`src/rtl/traffic_pkg.sv`:
```
// -----------------------------------------------------------------------------
// traffic_pkg
// Shared types and default timing for intersection_phase_arbiter.
//   light_e     : 2-bit per-approach light code (RED=0, YELLOW=1, GREEN=2; 3 unused)
//   arb_state_e : arbiter phase (idle, green, yellow, all-red clearance)
//   Def*        : default parameter values for the arbiter
// -----------------------------------------------------------------------------
package traffic_pkg;

    typedef enum logic [1:0] {
        LightRed    = 2'd0,
        LightYellow = 2'd1,
        LightGreen  = 2'd2
    } light_e;

    typedef enum logic [1:0] {
        StIdle,
        StGreen,
        StYellow,
        StAllred
    } arb_state_e;

    localparam int unsigned DefNAppr    = 4;
    localparam int unsigned DefMinGreen = 4;
    localparam int unsigned DefMaxGreen = 12;
    localparam int unsigned DefYellowT  = 2;
    localparam int unsigned DefAllredT  = 3;

endpackage

```
`src/rtl/phase_timer.sv`:
```
// -----------------------------------------------------------------------------
// phase_timer
// Single up-counter shared by all arbiter phases. A load restarts the count at
// load_val_i; otherwise the count advances while en_i is high and saturates at
// SatVal instead of wrapping. at_term_o flags count >= term_i.
//   clk_i      : clock, rising edge
//   rst_ni     : asynchronous active-low reset (count -> 0)
//   load_i     : load load_val_i this cycle (wins over en_i)
//   load_val_i : value loaded on load_i
//   en_i       : advance the count by one (saturating)
//   term_i     : terminal value for the compare
//   count_o    : current count
//   at_term_o  : count_o >= term_i
// -----------------------------------------------------------------------------
module phase_timer #(
    parameter int unsigned Width  = 4,
    parameter int unsigned SatVal = 12
) (
    input  logic             clk_i,
    input  logic             rst_ni,
    input  logic             load_i,
    input  logic [Width-1:0] load_val_i,
    input  logic             en_i,
    input  logic [Width-1:0] term_i,
    output logic [Width-1:0] count_o,
    output logic             at_term_o
);

    logic [Width-1:0] count_d, count_q;

    always_comb begin
        count_d = count_q;
        if (load_i) begin
            count_d = load_val_i;
        end else if (en_i && (count_q < Width'(SatVal))) begin
            count_d = count_q + Width'(1);
        end
    end

    always_ff @(posedge clk_i or negedge rst_ni) begin
        if (!rst_ni) begin
            count_q <= '0;
        end else begin
            count_q <= count_d;
        end
    end

    assign count_o   = count_q;
    assign at_term_o = (count_q >= term_i);

endmodule

```
`src/rtl/intersection_phase_arbiter.sv`:
```
// -----------------------------------------------------------------------------
// intersection_phase_arbiter
// Shares one right-of-way among N_APPR approaches with round-robin arbitration
// and min-green / max-green / yellow / all-red timing.
//   clk       : clock, rising edge
//   clear_n   : asynchronous active-low reset
//   req       : level vehicle request per approach
//   light     : 2-bit light code per approach, bits [2i+1:2i] = approach i
//   grant     : one-hot approach currently GREEN or YELLOW, 0 otherwise
//   busy      : high in every phase except idle
// Optional (macro EMERG_PREEMPT_EN):
//   emerg_req : emergency pre-emption request
//   emerg_idx : approach the emergency vehicle needs
// All outputs are registered from the current phase, so a request sampled at
// edge k shows GREEN after edge k+1.
// -----------------------------------------------------------------------------
module intersection_phase_arbiter
    import traffic_pkg::*;
#(
    parameter int unsigned N_APPR    = DefNAppr,
    parameter int unsigned MIN_GREEN = DefMinGreen,
    parameter int unsigned MAX_GREEN = DefMaxGreen,
    parameter int unsigned YELLOW_T  = DefYellowT,
    parameter int unsigned ALLRED_T  = DefAllredT,
    localparam int unsigned IdxW     = $clog2(N_APPR),
    localparam int unsigned TimerW   = $clog2(MAX_GREEN + 1)
) (
    input  logic                  clk,
    input  logic                  clear_n,
    input  logic [N_APPR-1:0]     req,
`ifdef EMERG_PREEMPT_EN
    input  logic                  emerg_req,
    input  logic [IdxW-1:0]       emerg_idx,
`endif
    output logic [2*N_APPR-1:0]   light,
    output logic [N_APPR-1:0]     grant,
    output logic                  busy
);

    arb_state_e state_d, state_q;
    logic [IdxW-1:0] g_d, g_q;
    logic [IdxW-1:0] rr_ptr_d, rr_ptr_q;
    logic [2*N_APPR-1:0] light_d, light_q;
    logic [N_APPR-1:0] grant_d, grant_q;
    logic busy_d, busy_q;

    logic              tmr_load, tmr_en, tmr_at_term;
    logic [TimerW-1:0] tmr_term, tmr_cnt;

    logic [N_APPR-1:0] own_mask;
    logic              own_req, other_req, green_exit;
    logic [IdxW:0]     pick;

    // First requesting approach scanning upward from ptr (mod N_APPR).
    // Returns {found, index}.
    function automatic logic [IdxW:0] rr_pick(input logic [N_APPR-1:0] r,
                                              input logic [IdxW-1:0] ptr);
        logic        found;
        logic [IdxW-1:0] win;
        int unsigned idx;
        found = 1'b0;
        win   = '0;
        for (int unsigned k = 0; k < N_APPR; k++) begin
            idx = (32'(ptr) + k) % N_APPR;
            if (!found && r[IdxW'(idx)]) begin
                found = 1'b1;
                win   = IdxW'(idx);
            end
        end
        return {found, win};
    endfunction

    phase_timer #(
        .Width  (TimerW),
        .SatVal (MAX_GREEN)
    ) u_timer (
        .clk_i      (clk),
        .rst_ni     (clear_n),
        .load_i     (tmr_load),
        .load_val_i (TimerW'(1)),
        .en_i       (tmr_en),
        .term_i     (tmr_term),
        .count_o    (tmr_cnt),
        .at_term_o  (tmr_at_term)
    );

    // Timer holds the 1-based cycle number within the current phase, so the
    // terminal compare is simply the phase length.
    always_comb begin
        tmr_term = '0;
        unique case (state_q)
            StGreen:  tmr_term = TimerW'(MIN_GREEN);
            StYellow: tmr_term = TimerW'(YELLOW_T);
            StAllred: tmr_term = TimerW'(ALLRED_T);
            default:  tmr_term = '0;
        endcase
    end

    always_comb begin
        own_mask       = '0;
        own_mask[g_q]  = 1'b1;
        own_req        = req[g_q];
        other_req      = |(req & ~own_mask);

        pick = rr_pick(req, rr_ptr_q);
`ifdef EMERG_PREEMPT_EN
        if (emerg_req) begin
            pick = {1'b1, emerg_idx};
        end
`endif

        // Max-green clause is implied by the min-green one, kept for clarity.
        green_exit = (tmr_at_term && (other_req || !own_req)) ||
                     ((tmr_cnt == TimerW'(MAX_GREEN)) && other_req);
`ifdef EMERG_PREEMPT_EN
        // Emergency overrides both green limits: leave at once or hold forever.
        if (emerg_req) begin
            green_exit = (emerg_idx != g_q);
        end
`endif

        state_d  = state_q;
        g_d      = g_q;
        rr_ptr_d = rr_ptr_q;
        tmr_load = 1'b0;
        tmr_en   = 1'b0;

        unique case (state_q)
            StIdle: begin
                if (pick[IdxW]) begin
                    state_d  = StGreen;
                    g_d      = pick[IdxW-1:0];
                    tmr_load = 1'b1;
                end
            end
            StGreen: begin
                tmr_en = 1'b1;
                if (green_exit) begin
                    state_d  = StYellow;
                    tmr_load = 1'b1;
                end
            end
            StYellow: begin
                tmr_en = 1'b1;
                if (tmr_at_term) begin
                    state_d  = StAllred;
                    tmr_load = 1'b1;
                    // Served approach drops to lowest priority for the next pick.
                    rr_ptr_d = IdxW'((32'(g_q) + 32'd1) % N_APPR);
                end
            end
            StAllred: begin
                tmr_en = 1'b1;
                if (tmr_at_term) begin
                    tmr_load = 1'b1;
                    if (pick[IdxW]) begin
                        state_d = StGreen;
                        g_d     = pick[IdxW-1:0];
                    end else begin
                        state_d = StIdle;
                    end
                end
            end
            default: state_d = StIdle;
        endcase
    end

    // Output decode from the registered phase; registered once more below.
    always_comb begin
        light_d = '0;
        grant_d = '0;
        busy_d  = (state_q != StIdle);
        unique case (state_q)
            StGreen: begin
                light_d[{g_q, 1'b0} +: 2] = LightGreen;
                grant_d[g_q]              = 1'b1;
            end
            StYellow: begin
                light_d[{g_q, 1'b0} +: 2] = LightYellow;
                grant_d[g_q]              = 1'b1;
            end
            default: begin
                light_d = '0;
            end
        endcase
    end

    always_ff @(posedge clk or negedge clear_n) begin
        if (!clear_n) begin
            state_q  <= StIdle;
            g_q      <= '0;
            rr_ptr_q <= '0;
            light_q  <= '0;
            grant_q  <= '0;
            busy_q   <= 1'b0;
        end else begin
            state_q  <= state_d;
            g_q      <= g_d;
            rr_ptr_q <= rr_ptr_d;
            light_q  <= light_d;
            grant_q  <= grant_d;
            busy_q   <= busy_d;
        end
    end

    assign light = light_q;
    assign grant = grant_q;
    assign busy  = busy_q;

endmodule

```
`config.mk`:
```
export PLATFORM = sky130hd
export DESIGN_NAME = intersection_phase_arbiter
export DESIGN_NICKNAME = d
export VERILOG_FILES = /design/src/rtl/traffic_pkg.sv /design/src/rtl/phase_timer.sv /design/src/rtl/intersection_phase_arbiter.sv
export SDC_FILE = /design/constraint.sdc
export NUM_CORES = 1
export LEC_CHECK = 0
export BUFFER_PORTS_ARGS = -buffer_cell sky130_fd_sc_hd__buf_2
export CORE_MARGIN = 5
export CORE_UTILIZATION = 25
export CTS_BUF_LIST = sky130_fd_sc_hd__clkbuf_8
export CTS_CLUSTER_SIZE = 25
export DETAILED_ROUTE_END_ITERATION = 10
export SLEW_MARGIN = 15
export SYNTH_ARGS = -nofsm -noshare
export SYNTH_HDL_FRONTEND = slang
export SYNTH_SLANG_ARGS = --single-unit
```
`constraint.sdc`:
```
create_clock -name clk -period 2.4 [get_ports clk]
set_input_delay 0.24 -clock clk [delete_from_list [all_inputs] [get_ports clk]]
set_output_delay 0.24 -clock clk [all_outputs]
set_load 0.005 [all_outputs]
```
==> metrics, run 1 <==
run status=complete, no violations; count of synthesis-stage warnings from yosys=0; critical path arrival=2.40 ns; vias in the first global route=922; met2 global-route usage=11.6%; Bufs on Longest Clock Path=2; Cells on Worst Hold Path=4; Min-Delay Startpoint=req[2]; antenna violations before repair=0; Core Footprint=5410 um2; horizontal extent of the die=83.9 um; Mean Syn Cell Area=10.6 um2; grt ovf=0; placed wire-length estimate after detailed placement=2.08 mm; setup violators final=0; final setup TNS=0 ns; minimum setup slack after placement=0.102 ns; number of clock buffers inserted by TritonCTS=3; most common cell after layout, fill and taps aside=dfrtp_1; final clock period utilization by the worst path=91.9%; fraction of power consumed by sequential logic=31.3%; clock-pin slew on the worst setup and hold paths=0.09 ns; Switch Pwr=905 uW; final total power=2080 uW; combinational share of power=56.7%; number of hold-slack violations in the final timing report=0; Power per Cell Area=1290 nW/um2; clk root buf=clkbuf_8; part of the Yosys area used for sequential elements=42.1%; share of total power consumed by net switching=43.4%; largest fanout on the critical path=5; remaining routing DRC violations=0; pin count of the biggest net entering global routing=24; number of nets in the finished design=179; wirelength, routed=2.75 mm; total routing resource utilization after global routing=8.07%; Hold Path End=g_q[0]$_DFFE_PN0P_; Internal Power=1180 uW; Pleak=0.000817 uW; number of I/O pins=19; final design instance area without fill=1620 um2; post-detailed-route via-to-cell ratio=4.28; count of inserted antenna diode cells=0; GRT met3 Usage=2.37%; count of buffering cells on the critical path with inverters included=2; required time reported for the critical path endpoint=2.59 ns; total nets after synthesis=154; Core Rows=27; clock tree from TritonCTS=built; stage delay of the slowest cell on the critical path=0.43 ns; capture point of the worst reg-to-reg path=g_q[0]$_DFFE_PN0P_; IR Drop Worst-Case VDD=0.331 mV; effective utilization at floorplan=25.3%; number of DRC markers after the initial detailed-route iteration=30; kind of path behind the tightest hold check=in -> reg; worst-path cell with the longest stage delay=dfrtp_1; number of sinks driven by the clock tree=23; clock latency on the worst-skew pair=0.27 ns; setup slack of the worst register-to-register path=0.19 ns; max capacitance violation total=0; CP endpoint kind=register; Syn Std Cell Area=1370 um2; post-route setup slack=0.195 ns; busiest grt layer=met2; Yosys reg bits=23; cells traversed along the worst timing path=inv_1, ha_1, inv_1, ha_1, a211oi_2, o21ai_1, mux2_2, nand2_1, mux2i_1; met1 track utilization from global routing=11.1%; synthesis-to-layout area growth=18.2%; weighted congestion at the end of routability-driven global placement=0.802; number of nets with antenna violations after routing=0; via count=962; number of detailed-route iterations in the first pass=4; proportion of power drawn by the clock network=12.0%; Port-buffer cells=18; Synth Instances=129; fraction of final layout cells sized beyond drive strength 1=22.2%; die outline height=83.9 um; cell area reported after detailed placement=1550 um2; Tmin final=2.21 ns; die area=7040 um2; transition time at the pin with the least slew margin=0.523 ns; first-pass GRT wire length=4.58 mm; final setup skew=0.00445 ns; Fmax=453 MHz; H-tree level count=1; count of cell types in the netlist=37; wire length per cell=12.2 um; commonest cells after routing, fill and taps aside=23 x dfrtp_1, 19 x ha_1, 18 x buf_2; RSZ-0062 raised after global routing=no; fin. max-slew vios=0; number of cell instances on the worst register-to-register path=9; Worst Path Class, Setup=reg -> reg; relative max-transition margin=65.1%; CP startpoint kind=register; largest delay contributor family on the critical path=multiplexers; startpoint of the lowest-slack register-to-register path=state_q[1]$_DFFE_PN0P_
## routing by layer
| metal | wire [um] | vias to the layer above |
|---|---|---|
| met3 | 125 | 5 |
| met2 | 1150 | 19 |
| met1 | 1430 | 444 |
| li1 | - | 494 |
| met4 | 43 | 0 |
| met5 | 0 | - |
## kinds of logic after synthesis
logic type	after synthesis	synth area share, %
multiplexers	7	6.59
AND/OR/NAND/NOR	41	15.0
buffers and inverters	14	3.85
XOR/XNOR	1	0.641
adder cells (fa/ha/maj)	19	17.4
flip-flops	23	42.1
AO/OA/AOI/OAI	24	14.4
## sequential cells by signal (all words and copies together) (netlist names)
name	count
light	8
grant	4
u_timer.count_o	4
g_q	2
rr_ptr_q	2
state_q	2
busy	1
## Yosys cell counts (all sizes together)
cell,n,area share (%)
mux2,3,2.7
mux4,1,1.6
a2111oi,1,1.1
nor3b,1,0.55
xnor2,1,0.64
nor3,1,0.37
o31ai,2,1.5
a21oi,8,2.9
o221ai,1,1.1
nor2,11,3.0
nand2,12,3.3
and2,4,1.8
o22ai,1,0.46
nand4,1,0.46
nand2b,1,0.46
inv,14,3.8
nand3,3,1.1
a211oi,1,0.55
mux2i,3,2.2
nor4bb,1,0.73
nor2b,2,0.92
and3,1,0.46
o311ai,1,1.9
a41oi,1,0.64
a31oi,1,0.46
ha,19,17
a21o,1,0.64
or3,1,0.46
o211ai,1,0.92
o211a,1,0.73
dfrtp,23,42
o21ai,4,1.5
nor4,2,1.4
## area by class of cell
cell class / instances / area [um2]
clock buffers: 3 / 41.3
well taps: 72 / 90.1
clock inverters: 1 / 5.00
fillers: 578 / 3790
multi-input cells: 92 / 743
repair buffers: 20 / 108
flip-flops and latches: 23 / 576
inverters: 14 / 52.6
## stage by stage
stage	cells	hold slack, ns	utilization, %
after floorplan	129	-0.0556	-
after global routing	225	0.379	29.9
final	225	0.362	29.9
after detailed placement	220	0.254	28.7
after CTS	225	0.345	29.8
after global placement	220	0.256	28.7
## power groups by stage
stage | logic [uW] | clock network, uW | registers [uW]
3_5_place_dp | 1160 | 0 | 660
6_report | 1180 | 250 | 651
3_3_place_gp | 1150 | 0 | 657
5_1_grt | 1320 | 272 | 672
2_1_floorplan | 897 | 0 | 635
4_1_cts | 1170 | 257 | 651
## worst min-delay path, delay by kind of cell
family | cells | cell delay [ns]
mux | 1 | 0.07
buf+inv | 1 | 0.13
compound gates | 2 | 0.15
## worst max path at each step
stage                                 startpoint                  to  slack (ns)  cells after the start
after detailed placement  state_q[1]$_DFFE_PN0P_  g_q[0]$_DFFE_PN0P_        0.10                      9
final                     state_q[1]$_DFFE_PN0P_  g_q[0]$_DFFE_PN0P_        0.19                      9
after floorplan           state_q[1]$_DFFE_PN0P_  g_q[0]$_DFFE_PN0P_        0.24                      9
after CTS                 state_q[1]$_DFFE_PN0P_  g_q[0]$_DFFE_PN0P_        0.08                      9
after global placement    state_q[1]$_DFFE_PN0P_  g_q[0]$_DFFE_PN0P_        0.21                      9
after global routing      state_q[1]$_DFFE_PN0P_  g_q[1]$_DFFE_PN0P_        0.06                      9
## repair_timing
action	4_1_cts	5_1_grt
hold endpoints to repair	23	0
gates resized for setup	0	2
buffers inserted	0	0
setup endpoints to repair	0	3
hold buffers	1	0
(Power assumes the default switching activity.)
==> run 2: changes to the inputs <==
CORE_MARGIN = 4   (was 5)
CORE_UTILIZATION = 50   (was 25)
PLACE_DENSITY = 0.71   (was not set)
SYNTH_HIERARCHICAL = 1   (was not set)
==> run 2 against run 1 <==
Sequential share of layout area fell by 4.4 points. Synthesized area rose by 2.1%. Critical path depth rose by 6. Non-clock buffer count rose by 20. Fmax fell by 18%. Core utilization rose by 42 points. Count of clock-buffer cells in the layout did not move. Cell area rose by 15%. Final cell count fell by 3.1%. Combinational power rose by 64%. The run now ends with negative setup slack left. Critical path type unchanged. Largest power group unchanged. Clock power fell by 5%. Critical endpoint is now u_timer/count_o[0]$_DFFE_PN0P_.
==> metrics, run 2 <==
run status=finished, violations left; failing checks=negative setup slack; sequential cell area in the final layout=578 um2 (+0.43%); first-pass GRT wire length=5.19 mm (+13%); grt ovf=0 (unchanged); Non-Filler Instances=218 (-3.1%); number of nets in the finished design=213 (+19%); critical path arrival=2.83 ns (+0.43 ns); count of cell types in the netlist=38 (+2.7%); cell taking the most area after synthesis=dfrtp_1; largest fanout on the critical path=5 (unchanged); Core Footprint=2570 um2 (-53%); number of I/O pins=19 (unchanged); horizontal extent of the die=60.8 um (-28%); Fmax=373 MHz (-18%); die outline height=60.8 um (-28%); top-area cell type share of the netlist area=41.3% (-0.87 points); placed wire-length estimate after detailed placement=2.36 mm (+13%); Bufs on Longest Clock Path=2 (unchanged); Port-buffer cells=18 (unchanged); minimum setup slack after placement=-0.345 ns (-0.447 ns); EDFF count, synth=0 (unchanged); hold_ws=0.360 ns (-0.00167 ns); met3 WL post-DR=150 um (+20%); dominant cell by count in the synthesized netlist=dfrtp_1; via count=1186 (+23%); area of combinational cells with multiple inputs=873 um2 (+18%); effective utilization at floorplan=54.3% (+29 points); IR Drop Worst-Case VDD=0.965 mV (+190%); share of flip-flops with an asynchronous set or reset=100% (unchanged); vias in the first global route=1185 (+29%); post-route setup slack=-0.281 ns (-0.475 ns); wire length per cell=15.2 um (+24%); clock-pin slew on the worst setup and hold paths=0.08 ns (about the same); post-detailed-route via-to-cell ratio=5.44 (+27%); CP startpoint kind=register; number of DRC markers after the initial detailed-route iteration=46 (+53%); Layout fillers=196 (-66%); Power per Cell Area=1510 nW/um2 (+17%); Syn Std Cell Area=1400 um2 (+2.1%); total routing resource utilization after global routing=18.6% (+11 points); CP endpoint kind=register; number of hold-slack violations in the final timing report=0 (unchanged); number of clock buffers inserted by TritonCTS=3 (unchanged); RSZ-0062 raised after global routing=yes; clock latency on the worst-skew pair=0.26 ns (about the same); Synth Instances=141 (+9.3%); number of nets with antenna violations after routing=0 (unchanged); top sig layer=met4; fin. max-slew vios=0 (unchanged); H-tree level count=1 (unchanged); Tmin final=2.68 ns (+0.475 ns); transition time at the pin with the least slew margin=0.497 ns (-0.0255 ns); count of synthesis-stage warnings from yosys=6 (+6); max capacitance violation total=0 (unchanged); number of placed cells counting well taps=209 (-5.0%); Core Rows=18 (-33%); pin count of the biggest net entering global routing=24 (unchanged); Mean Syn Cell Area=9.89 um2 (-6.6%); sum of routed wire segments on met1=1.47 mm (+2.3%); cell area reported after detailed placement=1700 um2 (+9.3%); die area=3700 um2 (-47%); largest cells by area after synthesis=dfrtp_1 41%, ha_1 16%, nand2_1 4.6%; clock tree from TritonCTS=built; met2 wirelength from detailed routing=1.68 mm (+46%); part of the Yosys area used for sequential elements=41.3% (-0.87 points); Worst Path Class, Setup=reg -> reg; final clock period utilization by the worst path=112% (+20 points); most used flip-flop cell after synthesis=dfrtp_1; setup violators final=6 (+6); required time reported for the critical path endpoint=2.55 ns (-0.04 ns); number of detailed-route iterations in the first pass=4 (unchanged); commonest cells after routing, fill and taps aside=21 x dfrtp_1, 20 x buf_4, 18 x buf_2; final setup skew=0.00109 ns (-0.00336 ns); number of sinks driven by the clock tree=23 (unchanged); remaining routing DRC violations=0 (unchanged); number of flip-flops in the largest register=8 (unchanged); synthesis-to-layout area growth=32.7%; final setup TNS=-1.05 ns (-1.05 ns); clk root buf=clkbuf_8; wirelength, routed=3.31 mm (+20%); Commonest cells post-synth=23 x dfrtp_1, 18 x ha_1, 17 x nand2_1; fraction of final layout cells sized beyond drive strength 1=38.8% (+17 points); antenna violations before repair=0 (unchanged); relative max-transition margin=66.6% (+1.4 points); final design instance area without fill=1850 um2 (+15%); Yosys reg bits=23 (unchanged); Pleak=0.000926 uW (+13%); weighted congestion at the end of routability-driven global placement=0.802 (about the same); count of inserted antenna diode cells=0 (unchanged); most common cell after layout, fill and taps aside=dfrtp_1; kind of path behind the tightest hold check=in -> reg
run 2: changes by cell type after synthesis, moves of 2 or more:
cell      previous run  this run
o221ai_1             0         2
or2b_2               0         2
nand2_1             12        17
a21boi_2             0         2
nand2b_1             1         4
o21ai_0              4         6
o21ai_1              0         2
a21oi_1              8         5
conb_1               0         2
run 2: power by group:
group | switching [uW] | internal [uW]
logic | 967 | 964
registers | 104 | 524
clock network | 121 | 116
run 2: final timing paths:
kind / from / endpoint / slack, ns / depth (start not counted)
worst max-delay path: state_q[1]$_DFFE_PN0P_ / u_timer/count_o[0]$_DFFE_PN0P_ / -0.28 / 15
worst min-delay path: req[3] / g_q[1]$_DFFE_PN0P_ / 0.36 / 3
worst max register to register: state_q[1]$_DFFE_PN0P_ / u_timer/count_o[0]$_DFFE_PN0P_ / -0.28 / 15
worst min register to register: rr_ptr_q[0]$_DFFE_PN0P_ / rr_ptr_q[0]$_DFFE_PN0P_ / 0.58 / 2
max in group asynchronous: clear_n / state_q[1]$_DFFE_PN0P_ / 1.55 / 2
min in group asynchronous: clear_n / u_timer/count_o[0]$_DFFE_PN0P_ / 0.48 / 2
run 2: layout make-up:
type                            instances  area share [%]
Clock inverter                          1           0.270
Timing Repair Buffer                   40            14.1
Sequential cell                        23            31.2
Tap cell                               30            2.03
Inverter                               14            2.97
Multi-Input combinational cell        107            47.2
Clock buffer                            3            2.23
run 2: cells by family (layout without fill, tap and decap cells):
kind of cell	count (synthesis)	count (layout)	share of synthesized area [%]
DFF	23	23	41.3
buffers and inverters	14	58	3.77
muxes	5	5	4.04
xor gates and xnor gates	1	1	0.628
adders and majority gates	18	18	16.1
other	2	5	0.538
and+or+nand+nor	48	48	17.1
AOI/OAI and AO/OA	30	30	16.5
run 2: worst max-delay path, cell delays in order (launching register included):
cell and delay, ns:
dfrtp_2 0.46, buf_6 0.13, ha_4 0.15, nor2_4 0.09
nor2_2 0.04, inv_2 0.05, ha_4 0.19, a21oi_2 0.14
o21ai_2 0.10, a31o_2 0.24, a221oi_4 0.30, o21ai_2 0.10
o21a_2 0.26, buf_4 0.16, nand2_1 0.07, o21ai_1 0.07
run 2: timing repair:
item | in CTS | in global routing
gates resized for setup | 5 | 13
buffers inserted | 3 | 2
endpoints found under the hold margin | 23 | 0
hold buffers | 1 | 0
pin swaps | 4 | 10
setup endpoints to repair | 5 | 6
run 2: per-layer routing:
metal  up-vias  global-route usage (%)
met1       581                    22.6
li1        572                       -
met4         0                    1.86
met2        31                    35.0
met3         2                    3.83
met5         -                       0
run 2: per-stage QoR:
step	util (%)	total power (uW)
final	72.1	2800
after global routing	72.1	3030
after CTS	70.0	2630
after detailed placement	66.1	2230
after global placement	66.1	2170
after floorplan	-	1680
